### config.mk
export PLATFORM = sky130hd
export DESIGN_NAME = inst_fetch_ctrl
export DESIGN_NICKNAME = d
export VERILOG_FILES = /design/src/rtl/inst_fetch_ctrl.sv
export SDC_FILE = /design/constraint.sdc
export NUM_CORES = 1
export LEC_CHECK = 0
export CAP_MARGIN = 20
export CORE_MARGIN = 5
export CORE_UTILIZATION = 30
export CTS_BUF_LIST = sky130_fd_sc_hd__clkbuf_4 sky130_fd_sc_hd__clkbuf_8 sky130_fd_sc_hd__clkbuf_16
export DETAILED_ROUTE_END_ITERATION = 12
export SYNTH_ARGS = -nofsm -noshare
export SYNTH_HDL_FRONTEND = slang
export SYNTH_SLANG_ARGS = --single-unit
### constraint.sdc
create_clock -name clk -period 2.75 [get_ports clk]
set_clock_uncertainty 0.15 [all_clocks]
set_input_delay 0.4125 -clock clk [delete_from_list [all_inputs] [get_ports clk]]
set_output_delay 0.4125 -clock clk [all_outputs]
set_load 0.02 [all_outputs]
### src/rtl/inst_fetch_ctrl.sv
// Instruction fetch controller: drives an SRAM-like instruction bus with one
// outstanding transaction and a single-entry output buffer toward decode.
// Optional feature: define IFETCH_ADEL_EN to turn a misaligned fetch address
// into an address-error slot instead of a bus request.
module inst_fetch_ctrl #(
    parameter logic [31:0] NOP_INST = 32'h00000000
) (
    input  logic        clk,
    input  logic        rst,
    input  logic [31:0] pc,
    output logic        pc_en,
    input  logic        flush,
    input  logic        stall_d,
    output logic        inst_req,
    output logic        inst_wr,
    output logic [1:0]  inst_size,
    output logic [31:0] inst_addr,
    input  logic        inst_addr_ok,
    input  logic        inst_data_ok,
    input  logic [31:0] inst_rdata,
    output logic        inst_valid,
    output logic        inst_adel,
    output logic [31:0] inst_out,
    output logic [31:0] inst_pc
);

    typedef enum logic [1:0] {
        StReq     = 2'd0,
        StWait    = 2'd1,
        StDiscard = 2'd2
    } state_t;

    state_t      state_q, state_d;
    logic [31:0] req_pc_q;
    logic        misaligned;
    logic        buf_blocked;
    logic        data_take;
    logic        adel_load;

    // Fetch is read-only, always word-sized.
    assign inst_wr   = 1'b0;
    assign inst_size = 2'b10;
    assign inst_addr = pc;

`ifdef IFETCH_ADEL_EN
    assign misaligned = (pc[1:0] != 2'b00);
`else
    assign misaligned = 1'b0;
`endif

    // Buffer cannot take a new entry while decode is holding the current one.
    assign buf_blocked = inst_valid && stall_d;

    // Next-state logic and bus request generation.
    always_comb begin
        state_d  = state_q;
        inst_req = 1'b0;
        pc_en    = 1'b0;
        unique case (state_q)
            StReq: begin
                inst_req = !rst && !flush && !buf_blocked && !misaligned;
                if (inst_req && inst_addr_ok) begin
                    pc_en   = 1'b1;
                    state_d = StWait;
                end
            end
            StWait: begin
                if (flush) begin
                    // Response arriving with the flush is simply dropped.
                    state_d = inst_data_ok ? StReq : StDiscard;
                end else if (inst_data_ok) begin
                    state_d = StReq;
                end
            end
            StDiscard: begin
                if (inst_data_ok) begin
                    state_d = StReq;
                end
            end
            default: state_d = StReq;
        endcase
    end

    assign data_take = (state_q == StWait) && inst_data_ok && !flush;
    assign adel_load = (state_q == StReq) && misaligned && !flush && !buf_blocked;

    // State register; reset abandons any outstanding response.
    always_ff @(posedge clk) begin
        if (rst) begin
            state_q <= StReq;
        end else begin
            state_q <= state_d;
        end
    end

    // Address of the accepted request, tagged onto the returning word.
    always_ff @(posedge clk) begin
        if (rst) begin
            req_pc_q <= 32'h0;
        end else if (pc_en) begin
            req_pc_q <= pc;
        end
    end

    // Output buffer: flush wins, then refill, then consume by decode.
    always_ff @(posedge clk) begin
        if (rst) begin
            inst_valid <= 1'b0;
            inst_out   <= NOP_INST;
            inst_pc    <= 32'h0;
        end else if (flush) begin
            inst_valid <= 1'b0;
        end else if (data_take) begin
            inst_valid <= 1'b1;
            inst_out   <= inst_rdata;
            inst_pc    <= req_pc_q;
        end else if (adel_load) begin
            inst_valid <= 1'b1;
            inst_out   <= NOP_INST;
            inst_pc    <= pc;
        end else if (inst_valid && !stall_d) begin
            inst_valid <= 1'b0;
        end
    end

`ifdef IFETCH_ADEL_EN
    logic adel_q;

    // Address-error flag follows the buffer entry it belongs to.
    always_ff @(posedge clk) begin
        if (rst) begin
            adel_q <= 1'b0;
        end else if (flush) begin
            adel_q <= 1'b0;
        end else if (data_take) begin
            adel_q <= 1'b0;
        end else if (adel_load) begin
            adel_q <= 1'b1;
        end else if (inst_valid && !stall_d) begin
            adel_q <= 1'b0;
        end
    end

    assign inst_adel = adel_q;
`else
    assign inst_adel = 1'b0;
`endif

endmodule
==> Yosys cells after proc, flatten, opt, wreduce, memory -nomap -nowiden <==
Index checks and enable logic that the tools add are counted.
{ "totals": {"register_bits": 99, "in_bits": 70, "output_inout_bits": 103, "wordCells": 34} }
{ "classes": {"n_eq_ne": 3, "n_mux": 10, "bitwise_logic": 1, "reduce_logical": 15} }
{ "ops": {"columns": ["operator", "count"], "rows": [
  ["$mux 2", 4],
  ["$logic_and 1x1->1", 7],
  ["$pmux 2 s3", 1],
  ["$mux 1", 5],
  ["$logic_not 1->1", 4],
  ["$eq 2x1->1 const B", 1],
  ["$eq 2x2->1 const B", 1],
  ["$logic_not 2->1", 1],
  ["$ne 2x2->1 const B", 1],
  ["$reduce_and 2->1", 1],
  ["$reduce_bool 2->1", 1],
  ["$reduce_or 2->1", 1],
  ["$not 1->1", 1]
]} }

==> Depth between registers and ports, before layout <==
Gate-level depths: netlist of the first run.
{ "depth": {"word_depth": 6, "ltp_mapped": 5, "ltp_nobuf": 4} }

==> Least setup slack after synthesis of the first run <==
OpenSTA, ideal clock, no wires.
{ "synth_path": {"kind": "input to output", "from": "input flush", "to": "output pc_en", "t_arrival_ps": 990, "t_required_ps": 2188, "setup_slack_ps": 1198, "cell_stages": 3, "path_buffers": 0, "path_cell_list": "nor3_4 nand3_4 inv_2"} }
{ "synth_via": {"elab_chain_cells": 6} }
{ "synth_rtl": {"columns": ["element", "line_no", "rtl"], "rows": [
  ["from (decl)", "12", "input logic flush,"],
  ["$logic_not 1->1", null, null],
  ["$logic_and 1x1->1 (2 in series)", "61", "inst_req = !rst && !flush && !buf_blocked && !misaligned;"],
  ["$logic_and 1x1->1", "62", "if (inst_req && inst_addr_ok) begin"],
  ["$mux 1", "62", null],
  ["$mux 1", "59", "unique case (state_q)"],
  ["to (decl)", "11", "output logic pc_en,"]
]} }
No other way between the ends.

==> Worst setup path after layout of the first run <==
Same ends and word-level chain as after synthesis.

==> results of run 1 <==
==> flip-flops by register name, summed over array words and instances, names as in the netlist <==
| name | count |
|---|---|
| inst_out | 32 |
| inst_pc | 32 |
| inst_valid | 1 |
| req_pc_q | 32 |
| state_q | 2 |
==> metrics by stage <==
step / hold slack (ns) / util (%) / power (mW) / cell area (um2)
after floorplan: 0.2761 / - / 1.705 / 4010
final: 0.2423 / 44.48 / 2.985 / 5843
after CTS: 0.2225 / 44.48 / 3.056 / 5843
after detailed placement: 0.2931 / 42.42 / 1.866 / 5573
after global placement: 0.2843 / 42.42 / 1.862 / 5573
after global routing: 0.2288 / 44.48 / 3.120 / 5843
==> synthesized netlist by cell type (all sizes together) <==
cell type  instances
nand4bb            1
nor2b             29
a21oi             67
nor3               3
inv                1
and4bb             1
and2               1
buf               55
conb               2
a22oi              1
clkbuf             8
nand2b            14
nand3              1
nand2            128
dfxtp             99
mux2              25
mux2i              7
==> kinds of logic (layout without fill, tap and decap cells) <==
group,Yosys count,count (layout),synth area share [%]
AND/OR/NAND/NOR,178,178,20.57
flip-flops,99,99,49.52
AO/OA/AOI/OAI,68,68,8.659
buffers and inverters,64,193,10.41
multiplexers,32,32,10.66
other,2,4,0.1876
==> final cells by class <==
cell class / count / area (um2)
clock inverter: 3 / 15.01
timing repair buffer: 176 / 1739
clock buffer: 13 / 255.2
tap: 176 / 220.2
multi-input combinational: 282 / 1628
sequential: 99 / 1982
fill: 1280 / 7295
inverter: 1 / 3.754
==> routing by layer <==
metal  up-vias  wire length, um  GRT usage (%)  share of wire, %
met5         -                0              0                 0
met4         0              228          5.102               2.2
met2       115             4671          20.67                45
met3        17              813          5.458               7.8
li1       1629                -              -                 -
met1      1463             4697          15.79                45
==> power by group <==
| part | internal, mW | switching [mW] | total, mW |
|---|---|---|---|
| clock network | 0.649 | 0.505 | 1.15 |
| registers | 1.47 | 0.0160 | 1.48 |
| logic | 0.199 | 0.149 | 0.348 |
==> tightest hold or removal path, cell delays in order <==
cell	delay (ns)
buf_4	0.10
nor3_4	0.04
nor2b_1	0.12
==> worst max path at each step <==
| stage | from | to | slack (ns) | cells after the start |
|---|---|---|---|---|
| CTS | flush | pc_en | 0.16 | 5 |
| global placement | flush | pc_en | 0.18 | 5 |
| floorplan | flush | pc_en | 1.20 | 3 |
| global route | flush | pc_en | 0.1 | 5 |
| detailed placement | flush | pc_en | 0.16 | 5 |
| finish | flush | pc_en | 0.18 | 5 |
==> impl_metrics.yaml, run 1 <==
sta:
  finalCriticalPeriod_ns: 2.570
  finalSetupViolations: 0
  tns_ns: 0
  tightest_slew_ns: 1.041
  fin_ws_ns: 0.1797
  timing.fmax_ghz: 0.3891
  slew_violations: 0
  finalHoldViolCount: 0
  rsz0062_at_grt: "no"
  min_period_over_period_pct: 93.46
  max_slew_margin_pct: 30.61
floorplan:
  start_util_pct: 30.47
  dieWidth_um: 125.5
  num_rows: 42
  die_h_um: 125.5
  io_pins: 173
  coreArea_um2: 13140
  dieArea_um2: 15750
layout:
  final_common_cell: "clkdlybuf4s50_1"
  final_cells: 750
  fin_nets: 639
  final_cell_mix: "167 x clkdlybuf4s50_1, 128 x nand2_1, 99 x dfxtp_1"
  syn_to_final_growth_pct: 45.98
  drive_gt1_share_pct: 9.756
  diodes: 0
placed_design:
  globalplace.congestion: 0.7482
  dp_cells: 734
  dp_hpwl_um: 7318
  io_buffers: 168
  place_ws_ns: 0.1633
min_path:
  hp-class: "primary input to register"
  holdPathStages: 3
  hold_end: "state_q[0]$_SDFFE_PP0P_"
  min_from: "rst"
clock_network:
  clock_sinks: 99
  cts.repair.resized: 0
  insertion_delay_ns: 0.34
  tritoncts: "yes"
  hold_buffers: 0
  clock_path_buffers: 2
  postCtsSetupRepairBufs: 0
  clk_pin_slew_worst_paths_ns: 0.06
  cts_buffers: 9
  h-tree-depth: 3
  root_buffer: "clkbuf_16"
critical_path:
  crit_path_end_kind: "output pin"
  worstSetupPathType: "primary input to output pin"
  worstPathCellList: "clkdlybuf4s50_1 -> nor3_4 -> nand3_4 -> inv_2 -> clkdlybuf4s50_1"
  slowest_delay_ns: 0.61
  timing.rr.start: "state_q[0]$_SDFFE_PP0P_"
  r2r_slack_ns: 1.00
  crit_path_start_kind: "primary input"
  r2r_cells: 4
  arrival_ns: 2.01
  path_buf_inv: 3
  path_common_cell: "clkdlybuf4s50_1"
  cp_top_family: "buffers and inverters"
  r2r_end: "req_pc_q[9]$_SDFFE_PP0P_"
  critical_path.slowest_cell: "clkdlybuf4s50_1"
  worstPathRequired_ns: 2.19
  crit_fanout: 5
logic_synthesis:
  ys_seq_area_share_pct: 49.52
  postSynthCellCount: 443
  ys_ff_latch: 99
  syn_area_um2: 4003
  synth_top_area_cell: "dfxtp_1"
  synth_area_leaders: "dfxtp_1 50%, nand2_1 12%, a21oi_1 8.3%"
  synth_top_area_share_pct: 49.52
  yosys_warnings: 0
  synthDistinctLibCells: 22
  synth_area_per_cell_um2: 9.035
grt:
  grtUsageTotal_pct: 13.07
  antenna_found_initial: 0
  grt_max_degree: 106
  grt-ovfl-total: 0
  grt_pass1_wl_um: 16740
  grt_pass1_vias: 3303
detailed_routing:
  viasPerCell: 4.299
  drtIter0Drc: 97
  wl_um: 10410
  drc: 0
  dr.pass1.iters: 4
  ant_nets: 0
  wl_per_cell_um: 13.88
  vias: 3224
power:
  power_density_nw_per_um2: 510.8
  leakage_nw: 2.103
  peakVddDrop_mv: 0.3440
status:
  status: "finished, final reports clean"
run:
  cap_violations: 0
Note: power is estimated with default switching activity, not from simulation.
==> run 2, diff against run 1 <==
- CTS_BUF_LIST: sky130_fd_sc_hd__clkbuf_4 sky130_fd_sc_hd__clkbuf_8 sky130_fd_sc_hd__clkbuf_16 -> sky130_fd_sc_hd__clkbuf_8 sky130_fd_sc_hd__clkbuf_16
- MAX_ROUTING_LAYER: unset -> met4
- PLACE_DENSITY: unset -> 0.56
==> run 2 against run 1 <==
  * Hold slack lost 0.00094 ns
  * Die area is the same
  * Sequential share of layout area down 0.26 points
  * Critical endpoint unchanged
  * Setup slack improved by 0.040 ns
  * Sequential power is essentially flat
  * Wire length is 0.19% higher
  * Count of clock-buffer cells in the layout shrank 3
  * Highest routed layer unchanged
  * Power is 2.3% higher
==> impl_metrics.yaml, run 2 (synthesis gave the netlist of run 1 again) <==
critical_path:
  critical_path.slowest_cell: "clkdlybuf4s50_1"
  crit_path_end_kind: "output pin"
  crit_fanout: 3
  crit_path_start_kind: "primary input"
  slowest_delay_ns: 0.62
  cp_top_family: "buffers and inverters"
  worstPathRequired_ns: 2.19
  path_buf_inv: 3
  arrival_ns: 1.97
  worstSetupPathType: "primary input to output pin"
  path_common_cell: "clkdlybuf4s50_1"
  worstPathCellList: "clkdlybuf4s50_1 -> nor3_4 -> nand3_4 -> inv_2 -> clkdlybuf4s50_1"
clock_network:
  hold_buffers: 0
  root_buffer: "clkbuf_16"
  cts.repair.resized: 0
  insertion_delay_ns: 0.34
  clk_pin_slew_worst_paths_ns: 0.06
  cts_buffers: 9
  clock_sinks: 99
  h-tree-depth: 3
  postCtsSetupRepairBufs: 0
  tritoncts: "yes"
  clock_path_buffers: 2
power:
  switching_power_uw: 672.2
  power.share.sequential_pct: 48.6
  leakage_nw: 2.120
  peakVddDrop_mv: 0.2334
  comb_power_share_pct: 11.5
  cellInternalPower_mw: 2.381
  power_frac_clock_pct: 39.9
  p_sw_share_pct: 22.01
  power_density_nw_per_um2: 518.6
layout:
  reg.largest.list: "inst_out: 32 flops, inst_pc: 32 flops, req_pc_q: 32 flops"
  final_common_cell: "clkdlybuf4s50_1"
  post-route-util_pct: 44.82
  final_cell_mix: "167 x clkdlybuf4s50_1, 128 x nand2_1, 99 x dfxtp_1"
  drive_gt1_share_pct: 9.424
  syn_to_final_growth_pct: 47.11
  fin_nets: 640
  diodes: 0
sta:
  fin_ws_ns: 0.2199
  finalCriticalPeriod_ns: 2.530
  finalSetupViolations: 0
  max_slew_margin_pct: 65.45
  timing.fmax_ghz: 0.3952
  min_period_over_period_pct: 92.01
  slew_violations: 0
  tightest_slew_ns: 0.5183
  tns_ns: 0
  rsz0062_at_grt: "no"
  finalHoldViolCount: 0
detailed_routing:
  vias: 3253
  wl_per_cell_um: 13.93
  drc: 0
  ant_nets: 0
  drtIter0Drc: 107
  wl_um: 10430
  dr.pass1.iters: 4
  viasPerCell: 4.343
placed_design:
  place_ws_ns: 0.2176
  globalplace.congestion: 0.7479
  io_buffers: 168
  dp_hpwl_um: 7226
grt:
  grt_max_degree: 56
  antenna_found_initial: 0
  grt_pass1_vias: 3193
  grtUsageTotal_pct: 13.25
  grt_pass1_wl_um: 16280
  grt-ovfl-total: 0
floorplan:
  coreArea_um2: 13140
  dieWidth_um: 125.5
  io_pins: 173
  num_rows: 42
  start_util_pct: 30.47
  dieArea_um2: 15750
  die_h_um: 125.5
min_path:
  hp-class: "primary input to register"
status:
  status: "finished, final reports clean"
run:
  cap_violations: 0
-- run 2: final cells by class --
type / instances / area [um2]
fillers: 1251 / 7249
flip-flops and latches: 99 / 1982
repair buffers: 177 / 1772
multi-input cells: 282 / 1628
clock buffers: 10 / 239.0
well taps: 176 / 220.2
clock inverters: 4 / 43.79
inverters: 1 / 3.754
-- run 2: routing by layer --
layer,vias to the layer above,wire (um),GRT usage (%)
met3,13,662,3.539
met1,1494,4836,16.29
li1,1642,-,-
met5,-,0,-
met2,104,4715,20.33
met4,0,216,6.059
-- run 2: final timing paths --
kind	cells after the start	slack, ns	end	from
worst max-delay path	5	0.22	pc_en	flush
worst min-delay path	2	0.24	inst_pc[10]$_SDFFE_PP0P_	rst
worst max register to register	4	0.96	req_pc_q[10]$_SDFFE_PP0P_	state_q[0]$_SDFFE_PP0P_
worst min register to register	2	0.30	inst_pc[14]$_SDFFE_PP0P_	req_pc_q[14]$_SDFFE_PP0P_
-- run 2: power by group through the flow --
stage	clock network (mW)	logic, mW	registers (mW)
detailed placement	0	0.355	1.51
CTS	1.26	0.357	1.48
floorplan	0	0.185	1.52
global route	1.33	0.376	1.49
finish	1.22	0.353	1.48
global placement	0	0.353	1.51
-- run 2: per-stage QoR --
| stage | total power [mW] | cell area, um2 | cells | hold WS [ns] |
|---|---|---|---|---|
| floorplan | 1.705 | 4010 | 445 | 0.2761 |
| global placement | 1.867 | 5605 | 735 | 0.2826 |
| detailed placement | 1.870 | 5605 | 735 | 0.2881 |
| CTS | 3.103 | 5888 | 749 | 0.2318 |
| global route | 3.197 | 5888 | 749 | 0.2437 |
| finish | 3.053 | 5888 | 749 | 0.2414 |
